[src/rtl/sram_rd_arbiter.sv]
// Round-robin arbiter sharing one AXI-lite style SRAM read port (AR/R) between
// the IFU fetch port and the LSU load port, one transaction in flight at a time.
module sram_rd_arbiter #(
  parameter int ADDR_WIDTH = 32,
  parameter int DATA_WIDTH = 32
) (
  input  logic                  clk,
  input  logic                  rst,

  input  logic [ADDR_WIDTH-1:0] ifu_araddr,
  input  logic                  ifu_arvalid,
  output logic                  ifu_arready,
  output logic [DATA_WIDTH-1:0] ifu_rdata,
  output logic [1:0]            ifu_rresp,
  output logic                  ifu_rvalid,
  input  logic                  ifu_rready,

  input  logic [ADDR_WIDTH-1:0] lsu_araddr,
  input  logic                  lsu_arvalid,
  output logic                  lsu_arready,
  output logic [DATA_WIDTH-1:0] lsu_rdata,
  output logic [1:0]            lsu_rresp,
  output logic                  lsu_rvalid,
  input  logic                  lsu_rready,

  output logic [ADDR_WIDTH-1:0] mem_araddr,
  output logic                  mem_arvalid,
  input  logic                  mem_arready,
  input  logic [DATA_WIDTH-1:0] mem_rdata,
  input  logic [1:0]            mem_rresp,
  input  logic                  mem_rvalid,
  output logic                  mem_rready,

  output logic [1:0]            arb_owner
);

  typedef enum logic [1:0] {
    IDLE   = 2'd0,
    ISSUE  = 2'd1,
    WAIT_R = 2'd2
  } state_t;

  localparam logic [1:0] OWN_NONE = 2'b00;
  localparam logic [1:0] OWN_IFU  = 2'b01;
  localparam logic [1:0] OWN_LSU  = 2'b10;

  state_t                  state_q, state_d;
  logic [1:0]              owner_q, owner_d;
  logic [1:0]              last_grant_q, last_grant_d;
  logic [ADDR_WIDTH-1:0]   addr_q, addr_d;

  logic ifu_win;
  logic lsu_win;
  logic owner_rready;

  // On a tie the IFU wins unless it was the last one served.
  assign ifu_win = ifu_arvalid && (!lsu_arvalid || (last_grant_q != OWN_IFU));
  assign lsu_win = lsu_arvalid && !ifu_win;

  assign owner_rready = ((owner_q == OWN_IFU) && ifu_rready) ||
                        ((owner_q == OWN_LSU) && lsu_rready);

  assign arb_owner = owner_q;

  always_ff @(posedge clk or negedge rst) begin
    if (!rst) begin
      state_q      <= IDLE;
      owner_q      <= OWN_NONE;
      last_grant_q <= OWN_LSU;
      addr_q       <= '0;
    end else begin
      state_q      <= state_d;
      owner_q      <= owner_d;
      last_grant_q <= last_grant_d;
      addr_q       <= addr_d;
    end
  end

  always_comb begin
    state_d      = state_q;
    owner_d      = owner_q;
    last_grant_d = last_grant_q;
    addr_d       = addr_q;

    ifu_arready  = 1'b0;
    lsu_arready  = 1'b0;
    ifu_rvalid   = 1'b0;
    ifu_rdata    = '0;
    ifu_rresp    = 2'b00;
    lsu_rvalid   = 1'b0;
    lsu_rdata    = '0;
    lsu_rresp    = 2'b00;
    mem_arvalid  = 1'b0;
    mem_araddr   = '0;
    mem_rready   = 1'b0;

    case (state_q)
      IDLE: begin
        // arready is gated by reset so no handshake can complete while held in reset.
        ifu_arready = ifu_win && rst;
        lsu_arready = lsu_win && rst;
        if (ifu_win) begin
          addr_d  = ifu_araddr;
          owner_d = OWN_IFU;
          state_d = ISSUE;
        end else if (lsu_win) begin
          addr_d  = lsu_araddr;
          owner_d = OWN_LSU;
          state_d = ISSUE;
        end
      end

      ISSUE: begin
        mem_arvalid = 1'b1;
        mem_araddr  = addr_q;
        if (mem_arready) begin
          state_d = WAIT_R;
        end
      end

      WAIT_R: begin
        mem_rready = owner_rready;
        if (owner_q == OWN_IFU) begin
          ifu_rvalid = mem_rvalid;
          ifu_rdata  = mem_rdata;
          ifu_rresp  = mem_rresp;
        end else if (owner_q == OWN_LSU) begin
          lsu_rvalid = mem_rvalid;
          lsu_rdata  = mem_rdata;
          lsu_rresp  = mem_rresp;
        end
        if (mem_rvalid && owner_rready) begin
          state_d      = IDLE;
          last_grant_d = owner_q;
          owner_d      = OWN_NONE;
        end
      end

      default: begin
        state_d = IDLE;
        owner_d = OWN_NONE;
      end
    endcase
  end

endmodule
[config.mk]
export PLATFORM = sky130hd
export DESIGN_NAME = sram_rd_arbiter
export DESIGN_NICKNAME = d
export VERILOG_FILES = /design/src/rtl/sram_rd_arbiter.sv
export SDC_FILE = /design/constraint.sdc
export NUM_CORES = 1
export LEC_CHECK = 0
export BUFFER_PORTS_ARGS = -buffer_cell sky130_fd_sc_hd__buf_2
export CAP_MARGIN = 20
export CORE_UTILIZATION = 41
export DETAILED_ROUTE_END_ITERATION = 10
export GPL_TIMING_DRIVEN = 0
export HOLD_SLACK_MARGIN = 0.05
export PLACE_DENSITY = 0.92
export SYNTH_ARGS = -nofsm -noshare
export SYNTH_HDL_FRONTEND = slang
export SYNTH_SLANG_ARGS = --single-unit
[constraint.sdc]
create_clock -name clk -period 1.4 [get_ports clk]
set_input_delay 0.28 -clock clk [delete_from_list [all_inputs] [get_ports clk]]
set_output_delay 0.28 -clock clk [all_outputs]
set_load 0.03 [all_outputs]
# Word-level counts from Yosys, hierarchy flattened
# Index checks and enable logic that the tools add are counted.
word_totals:
  reg_bits: 38
  in_bits: 106
  out_inout_bits: 108
  wordCells: 60
op_classes:
  eq_ne: 8
  mux: 30
  n_bitwise: 1
  reduce_logical: 17
ops:
  columns: ["cell", "n"]
  rows:
  - ["$mux W32", 8]
  - ["$mux W2", 11]
  - ["$pmux W2 S3", 2]
  - ["$mux W1", 9]
  - ["$logic_and A1 B1 Y1", 7]
  - ["$reduce_and A3 Y1", 2]
  - ["$eq A2 B1 Y1 const B", 2]
  - ["$eq A2 B2 Y1 const B", 2]
  - ["$ne A2 B2 Y1 const B", 2]
  - ["$reduce_and A2 Y1", 2]
  - ["$ne A3 B3 Y1 const B", 1]
  - ["$logic_not A1 Y1", 2]
  - ["$logic_not A2 Y1", 1]
  - ["$logic_or A1 B1 Y1", 2]
  - ["$ne A2 B1 Y1 const B", 1]
  - ["$reduce_bool A2 Y1", 1]
  - ["$not A1 Y1", 1]

# Depth between registers and ports, before layout
# Gate-level depths: netlist of run 1.
logic_depth:
  word_depth: 8
  mapped_depth: 5
  ltp_nobuf: 3

# Worst setup path before layout of run 1
# Ideal clock, no wire load.
synth_timing:
  path_type: "reg-to-output"
  from: "register state_q[1]"
  to: "output lsu_arready"
  arrival_time_ns: 1.460
  required_ns: 1.120
  path_slack_ns: -0.340
  path_stages_with_launch: 5
  path_buffers: 1
  path_cell_list: "dfrtp_1 nor2_2 clkbuf_1 nand3_1 a21oi_1"
synth_via:
  elab_chain_len: 2
synth_rtl:
  columns: ["element", "line", "rtl"]
  rows:
  - ["start, declared", "47", "state_t state_q, state_d;"]
  - ["start signal, assigned", "72", "state_q <= state_d;"]
  - ["$logic_not A2 Y1", "97", "case (state_q)"]
  - ["$mux W1", "97", null]
  - ["end, declared", "20", "output logic lsu_arready,"]
# Every way passes these cells.

# Worst setup path in the final report of run 1
layout_timing:
  from: "register state_q[0]"
  to: "output lsu_rdata[22]"
layout_via:
  elab_chain_len: 2
layout_rtl:
  columns: ["element", "line", "rtl"]
  rows:
  - ["$eq A2 B2 Y1", "97", null]
  - ["$mux W32", "97", null]
  - ["end, declared", "21", "output logic [DATA_WIDTH-1:0] lsu_rdata,"]
# Every way passes these cells.

==> out/results.tsv, run 1 <==
stage	metric	value	unit
routing	m1WireLength	5.56	mm
clock_tree	cts_buffers	5	
timing	setup_slack	-0.522	ns
synth	synth_top_cell_area_share	0.329	
timing	timing_hold_violations_final	37	
final_layout	syn_to_final_growth	112	%
flow_run	maxCapViolations	0	
synth	synth_area_per_cell	8.18	µm²
clock_tree	cts-root-buf	sky130_fd_sc_hd__clkbuf_8	
routing	met3_wirelength	2.00	mm
final_layout	layout.cells.most_common	sky130_fd_sc_hd__buf_6	
routing	via_per_inst	6.61	
final_layout	utilization_after_layout	0.918	
routing	wl_per_cell	25.2	µm
setup_path	critical_path_class	flip-flop to output pin	
setup_path	crit_path_start_kind	flip-flop	
final_layout	fillerInstances	252	
routing	dr_wl_met2	8.55	mm
pwr	leakage	2.92	nW
pwr	power.ir.vdd_worst	1.56	mV
place	buffer_ports.inserted	212	
timing	timing.final.crit_share	1.37	
synth	synth_warnings	0	
setup_path	critPathMaxFanout	6	
synth	post_synth_main_area_contributors	sky130_fd_sc_hd__dfrtp_1, sky130_fd_sc_hd__and2_1, sky130_fd_sc_hd__o2111ai_1	
final_layout	finalInstanceArea	5960	µm²
timing	maxSlewHeadroom	0.458	
clock_tree	cts_max_path_buffers	2	
synth	synthesis_stage_register_bit_count	38	
clock_tree	clk_pin_slew	0.08	ns
routing	vias	4638	
die	count_of_standard_cell_rows	29	
die	chipHeight	84.9	µm
place	place_area	4240	µm²
timing	drv_slew	0	
routing	routed_wirelength	17.7	mm
synth	synth_cells	344	
routing	detail_route.drc_violations	30	
synth	post_synth_num_cell_types	31	
setup_path	worstPathArrival	1.64	ns
global_route	grt_start_max_net_pins	41	
worst_hold_path	hold_path.class	input pin to asynchronous set/reset pin	
final_layout	layoutNonFillerInstCount	702	
global_route	globalRoute.totalOverflow	0	
pwr	p_per_area	1990	nW/µm²
clock_tree	tritoncts_sinks	38	
die	initial_utilization	0.433	
status	failing_checks	DRC, hold timing, setup timing	
final_layout	drive_gt1_frac	0.733	
synth	yosysSeqAreaShare	0.338	
routing	dr.max_layer_used	met4	
synth	synth.cell_area	2820	µm²
die	core_region_area	6490	µm²
die	top_level_ports	214	
die	die_area	7200	µm²
global_route	wire_length_of_the_first_global_routing_pass	21.9	mm
synth	synth_top_area_cell	sky130_fd_sc_hd__dfrtp_1	
status	status	finished, violations left	
timing	rsz0062_at_grt	yes	
die	dieWidth	84.9	µm
global_route	grt_pass1_vias	4152	
clock_tree	htreeDepth	2	
global_route	grt_use_total	0.395	
routing	drtPass1Iterations	8	
timing	layout_min_cycle_time	1.92	ns
clock_tree	cts_tree	built	
place	dpl.cell_count	633	
timing	setup_viol_count_final	145	
place	routabilityCongestion	0.875	
setup_path	crit_path_end_kind	output pin	
timing	fin_skew	0.0108	ns
timing	worst_hold_slack	-0.0377	ns
timing	slew_at_the_pin_closest_to_its_max_slew_limit	0.813	ns
setup_path	rrSetupSlack	-0.50	ns
synth	synth_nets	450	
final_layout	final_net_count	725	
clock_tree	worstSkewPairLatency	0.30	ns
setup_path	worst-endpoint-required	1.12	ns
routing	first_iter_violations	558	
global_route	number_of_antenna_violations_at_the_first_check_in_global_routing	4	
routing	ant_nets	0	
final_layout	most_frequent_cells_in_the_layout	sky130_fd_sc_hd__buf_6, sky130_fd_sc_hd__buf_2, sky130_fd_sc_hd__and2_4, sky130_fd_sc_hd__buf_4, sky130_fd_sc_hd__dfrtp_1	
timing	fmax	520	MHz
place	place_hpwl	8.70	mm
## report_power, final
group / internal (mW) / total (mW) / switching, mW
sequential: 1.65 / 2.14 / 0.495
combinational: 4.26 / 8.71 / 4.45
clock: 0.571 / 0.993 / 0.422
total: 6.47 / 11.8 / 5.37
## worst max-delay path: stages (launching register included)
cell and delay (ns):
sky130_fd_sc_hd__dfrtp_2 0.45, sky130_fd_sc_hd__and4bb_4 0.45, sky130_fd_sc_hd__clkbuf_8 0.18, sky130_fd_sc_hd__and2_4 0.15, sky130_fd_sc_hd__buf_6 0.12
## Yosys cell counts, drive strengths merged
| cell | n |
|---|---|
| and2 | 102 |
| o21ai | 35 |
| nand3b | 3 |
| o22ai | 1 |
| or2 | 1 |
| a31oi | 2 |
| dfrtp | 37 |
| and2b | 1 |
| o211a | 1 |
| a31o | 1 |
| dfstp | 1 |
| o21a | 1 |
| a22o | 3 |
| o2111ai | 32 |
| and4bb | 2 |
| nor2b | 2 |
| o211ai | 1 |
| nand4 | 32 |
| and3b | 3 |
| clkbuf | 25 |
| buf | 15 |
| inv | 4 |
| a21oi | 1 |
| nor2 | 2 |
| nand3 | 35 |
| and4 | 1 |
## final cells by class
class / instances / area [µm²] / area share
Timing Repair Buffer: 269 / 2320 / 0.389
Multi-Input combinational cell: 263 / 2130 / 0.358
Sequential cell: 38 / 957 / 0.161
Buffer: 38 / 312 / 0.0523
Tap cell: 77 / 96.3 / 0.0162
Clock buffer: 6 / 82.6 / 0.0139
Clock inverter: 1 / 30.0 / 0.00504
Inverter: 4 / 15.0 / 0.00252
Antenna cell: 6 / 15.0 / 0.00252
## cell families after synthesis
group | share of synthesized area
simple gates | 0.402
flops | 0.338
compound gates | 0.192
buf+inv | 0.0680
## metal layers
layer,up-vias,GRT usage
met5,-,0
met4,0,0.236
met3,166,0.0788
met2,524,0.699
met1,2121,0.441
li1,1827,-
## flip-flops by register name (all words and copies together), names as in the netlist
signal / flops
addr_q: 32
arb_owner: 2
last_grant_q: 2
state_q: 2
## final timing paths
path	start	to	cells after the start
worst max-delay path	state_q[0]	lsu_rdata[22]	4
worst min-delay path	rst	addr_q[4]	1
worst max register to register	state_q[0]	addr_q[21]	8
worst min register to register	addr_q[0]	addr_q[0]	2
max in group asynchronous	rst	state_q[0]	1
min in group clk	mem_arready	state_q[0]	2
## repair_timing
item | 4_1_cts | 5_1_grt
pin swaps | 22 | 72
endpoints found under the setup margin | 136 | 142
buffers inserted | 29 | 20
hold endpoints to repair | 37 | 37
resized for setup | 315 | 71
gates cloned | 9 | 1
## through the flow
stage	power [mW]	TNS [ns]	worst slack (ns)
floorplan	5.31	-6.86	-0.111
global placement	6.50	-31.17	-0.492
detailed placement	6.63	-34.45	-0.515
CTS	10.0	-49.09	-0.482
global route	12.1	-67.80	-0.560
finish	11.8	-61.93	-0.522
No activity file was read; power rests on OpenSTA's default activity.
==> run 2, diff against run 1 <==
Settings changed: ABC_AREA set to 1, CORE_UTILIZATION 41 to 42.
==> out/results.tsv, run 2 <==
stage	metric	value	unit	change
synth	synth_cells	405		+18%
synth	post_synth_num_cell_types	24		-23%
synth	synth_nets	511		+14%
synth	synth-simple-area-share	0.292		-0.110
die	initial_utilization	0.436		+0.00302
synth	post_synth_main_area_contributors	sky130_fd_sc_hd__dfrtp_1, sky130_fd_sc_hd__o21ai_2, sky130_fd_sc_hd__nor3_1		
synth	synth_warnings	0		unchanged
place	place_hpwl	8.50	mm	-2.3%
clock_tree	tritoncts_sinks	38		unchanged
die	chipHeight	86.0	µm	+1.4%
synth	synth_area_per_cell	7.32	µm²	-11%
status	stop_stage	clock tree synthesis (4_1_cts)		
clock_tree	number_of_gates_resized_after_cts	237		-25%
synth	synth_enable_flop_cells	0		unchanged
synth	synthAdderAreaFrac	0		unchanged
synth	dominant_combinational_cell_family_by_area_after_synthesis	simple AND/OR/NAND/NOR gates		
synth	yosysMostFrequentCell	sky130_fd_sc_hd__inv_1		
clock_tree	post-cts-setup-buffers	24		-17%
clock_tree	cts_buffers	5		unchanged
synth	asyncSetResetFlopFracSynth	1.00		unchanged
synth	synth_top_area_cell	sky130_fd_sc_hd__dfrtp_1		
clock_tree	htreeDepth	2		unchanged
synth	synth_top_cell_area_share	0.312		-0.0167
synth	synth-xor-area-share	0		unchanged
synth	post_synth_mux_area_share	0		unchanged
synth	synth.cells.most_frequent	sky130_fd_sc_hd__inv_1, sky130_fd_sc_hd__nor3_1, sky130_fd_sc_hd__nor2_1, sky130_fd_sc_hd__o21ai_2, sky130_fd_sc_hd__nand2_1		
status	first_error_line_in_the_log	[ERROR DPL-0033] detailed placement checks failed during check placement.		
synth	synth_compound_area_frac	0.197		+0.00507
die	count_of_standard_cell_rows	30		+3.4%
clock_tree	cts-root-buf	sky130_fd_sc_hd__clkbuf_8		
die	top_level_ports	214		unchanged
status	status	did not finish		
synth	yosysSeqAreaShare	0.321		-0.0171
clock_tree	cts_max_path_buffers	2		unchanged
die	dieWidth	86.0	µm	+1.4%
synth	synth_ff_type	sky130_fd_sc_hd__dfrtp_1		
place	routabilityCongestion	0.783		-11%
synth	synth.cell_area	2970	µm²	+5.3%
synth	synthesis_stage_register_bit_count	38		unchanged
place	buffer_ports.inserted	213		+0.47%
run 2: changes by cell type after synthesis, moves of 31 or more:
cell / previous run / this run
sky130_fd_sc_hd__nor3_1: 0 / 67
sky130_fd_sc_hd__o21ai_2: 0 / 60
sky130_fd_sc_hd__nand4_1: 32 / 1
sky130_fd_sc_hd__nor2_1: 1 / 66
sky130_fd_sc_hd__and2_1: 102 / 0
sky130_fd_sc_hd__inv_1: 4 / 74
sky130_fd_sc_hd__nand2_1: 0 / 44
sky130_fd_sc_hd__o2111ai_1: 32 / 0
run 2: logic make-up after synthesis:
| group | count (synthesis) |
|---|---|
| DFF | 38 |
| and+or+nand+nor | 192 |
| AOI/OAI and AO/OA | 69 |
| buffers and inverters | 106 |
run 2: stage by stage:
step	area [µm²]	instances	setup slack, ns	hold WS [ns]
after floorplan	4230	405	-0.150	-0.0156
after detailed placement	5420	714	-0.501	0.441
after global placement	5420	714	-0.464	0.432
==> run 3, diff against run 2 <==
Settings changed: CORE_UTILIZATION 42 to 40, HOLD_SLACK_MARGIN 0.05 to unset, PLACE_DENSITY 0.92 to unset, PLACE_DENSITY_LB_ADDON set to 0.15.
==> out/results.tsv, run 3 <==
stage	metric	value	unit	change
timing	worst_end_pin_type	primary output		
synth	synth_cells	405		unchanged
die	top_level_ports	214		unchanged
synth	synth_enable_flop_cells	0		unchanged
die	dieWidth	88.1	µm	+2.4%
clock_tree	htreeDepth	2		unchanged
die	count_of_standard_cell_rows	31		+3.3%
synth	synth_top_cell_area_share	0.312		unchanged
status	first_error_line_in_the_log	[ERROR DPL-0038] Utilization greater than 100%, impossible to legalize		
status	status	did not finish		
place	placement.setup.worst_slack	-0.492	ns	+0.00898 ns
clock_tree	tritoncts_sinks	38		unchanged
synth	yosysMostFrequentCell	sky130_fd_sc_hd__inv_1		
synth	post_synth_num_cell_types	24		unchanged
timing	postGrtWorstEndpoint	ifu_rdata[11]		
place	place_hpwl	7.77	mm	-8.6%
synth	yosysSeqAreaShare	0.321		unchanged
synth	synth_nets	511		unchanged
synth	synth.cells.most_frequent	sky130_fd_sc_hd__inv_1, sky130_fd_sc_hd__nor3_1, sky130_fd_sc_hd__nor2_1, sky130_fd_sc_hd__o21ai_2, sky130_fd_sc_hd__nand2_1		
status	stop_stage	global routing (5_1_grt)		
clock_tree	cts-root-buf	sky130_fd_sc_hd__clkbuf_8		
synth	synth.cell_area	2970	µm²	unchanged
synth	synth_warnings	0		unchanged
synth	synth_area_per_cell	7.32	µm²	unchanged
die	initial_utilization	0.411		-0.0254
global_route	grt_start_max_net_pins	40		
synth	synthesis_stage_register_bit_count	38		unchanged
die	chipHeight	88.1	µm	+2.4%
synth	post_synth_main_area_contributors	sky130_fd_sc_hd__dfrtp_1, sky130_fd_sc_hd__o21ai_2, sky130_fd_sc_hd__nor3_1		
synth	synth_ff_type	sky130_fd_sc_hd__dfrtp_1		
synth	synth_top_area_cell	sky130_fd_sc_hd__dfrtp_1		
synth	asyncSetResetFlopFracSynth	1.00		unchanged
place	buffer_ports.inserted	213		unchanged
clock_tree	cts_buffers	5		unchanged
place	routabilityCongestion	0.737		-5.9%
clock_tree	cts_max_path_buffers	2		unchanged
==> run 3: what timing repair did <==
item / 4_1_cts
gates cloned: 5
gates resized for setup: 247
endpoints found under the hold margin: 37
buffers inserted: 24
pin swaps: 7
setup endpoints to repair: 108
==> run 3: cells by family after synthesis <==
kind of cell,Yosys count,synth area share
AND/OR/NAND/NOR,192,0.292
buffers and inverters,106,0.190
AO/OA/AOI/OAI,69,0.197
flip-flops,38,0.321
==> run 3: stage by stage <==
| step | area (µm²) | utilization | hold WS (ns) | cells | TNS [ns] |
|---|---|---|---|---|---|
| after floorplan | 4230 | - | -0.0156 | 405 | -11.94 |
| after global placement | 5420 | 0.752 | 0.439 | 717 | -16.06 |
| after detailed placement | 5420 | 0.752 | 0.437 | 717 | -19.99 |
| after CTS | 6660 | 0.923 | -0.0421 | 754 | -42.17 |
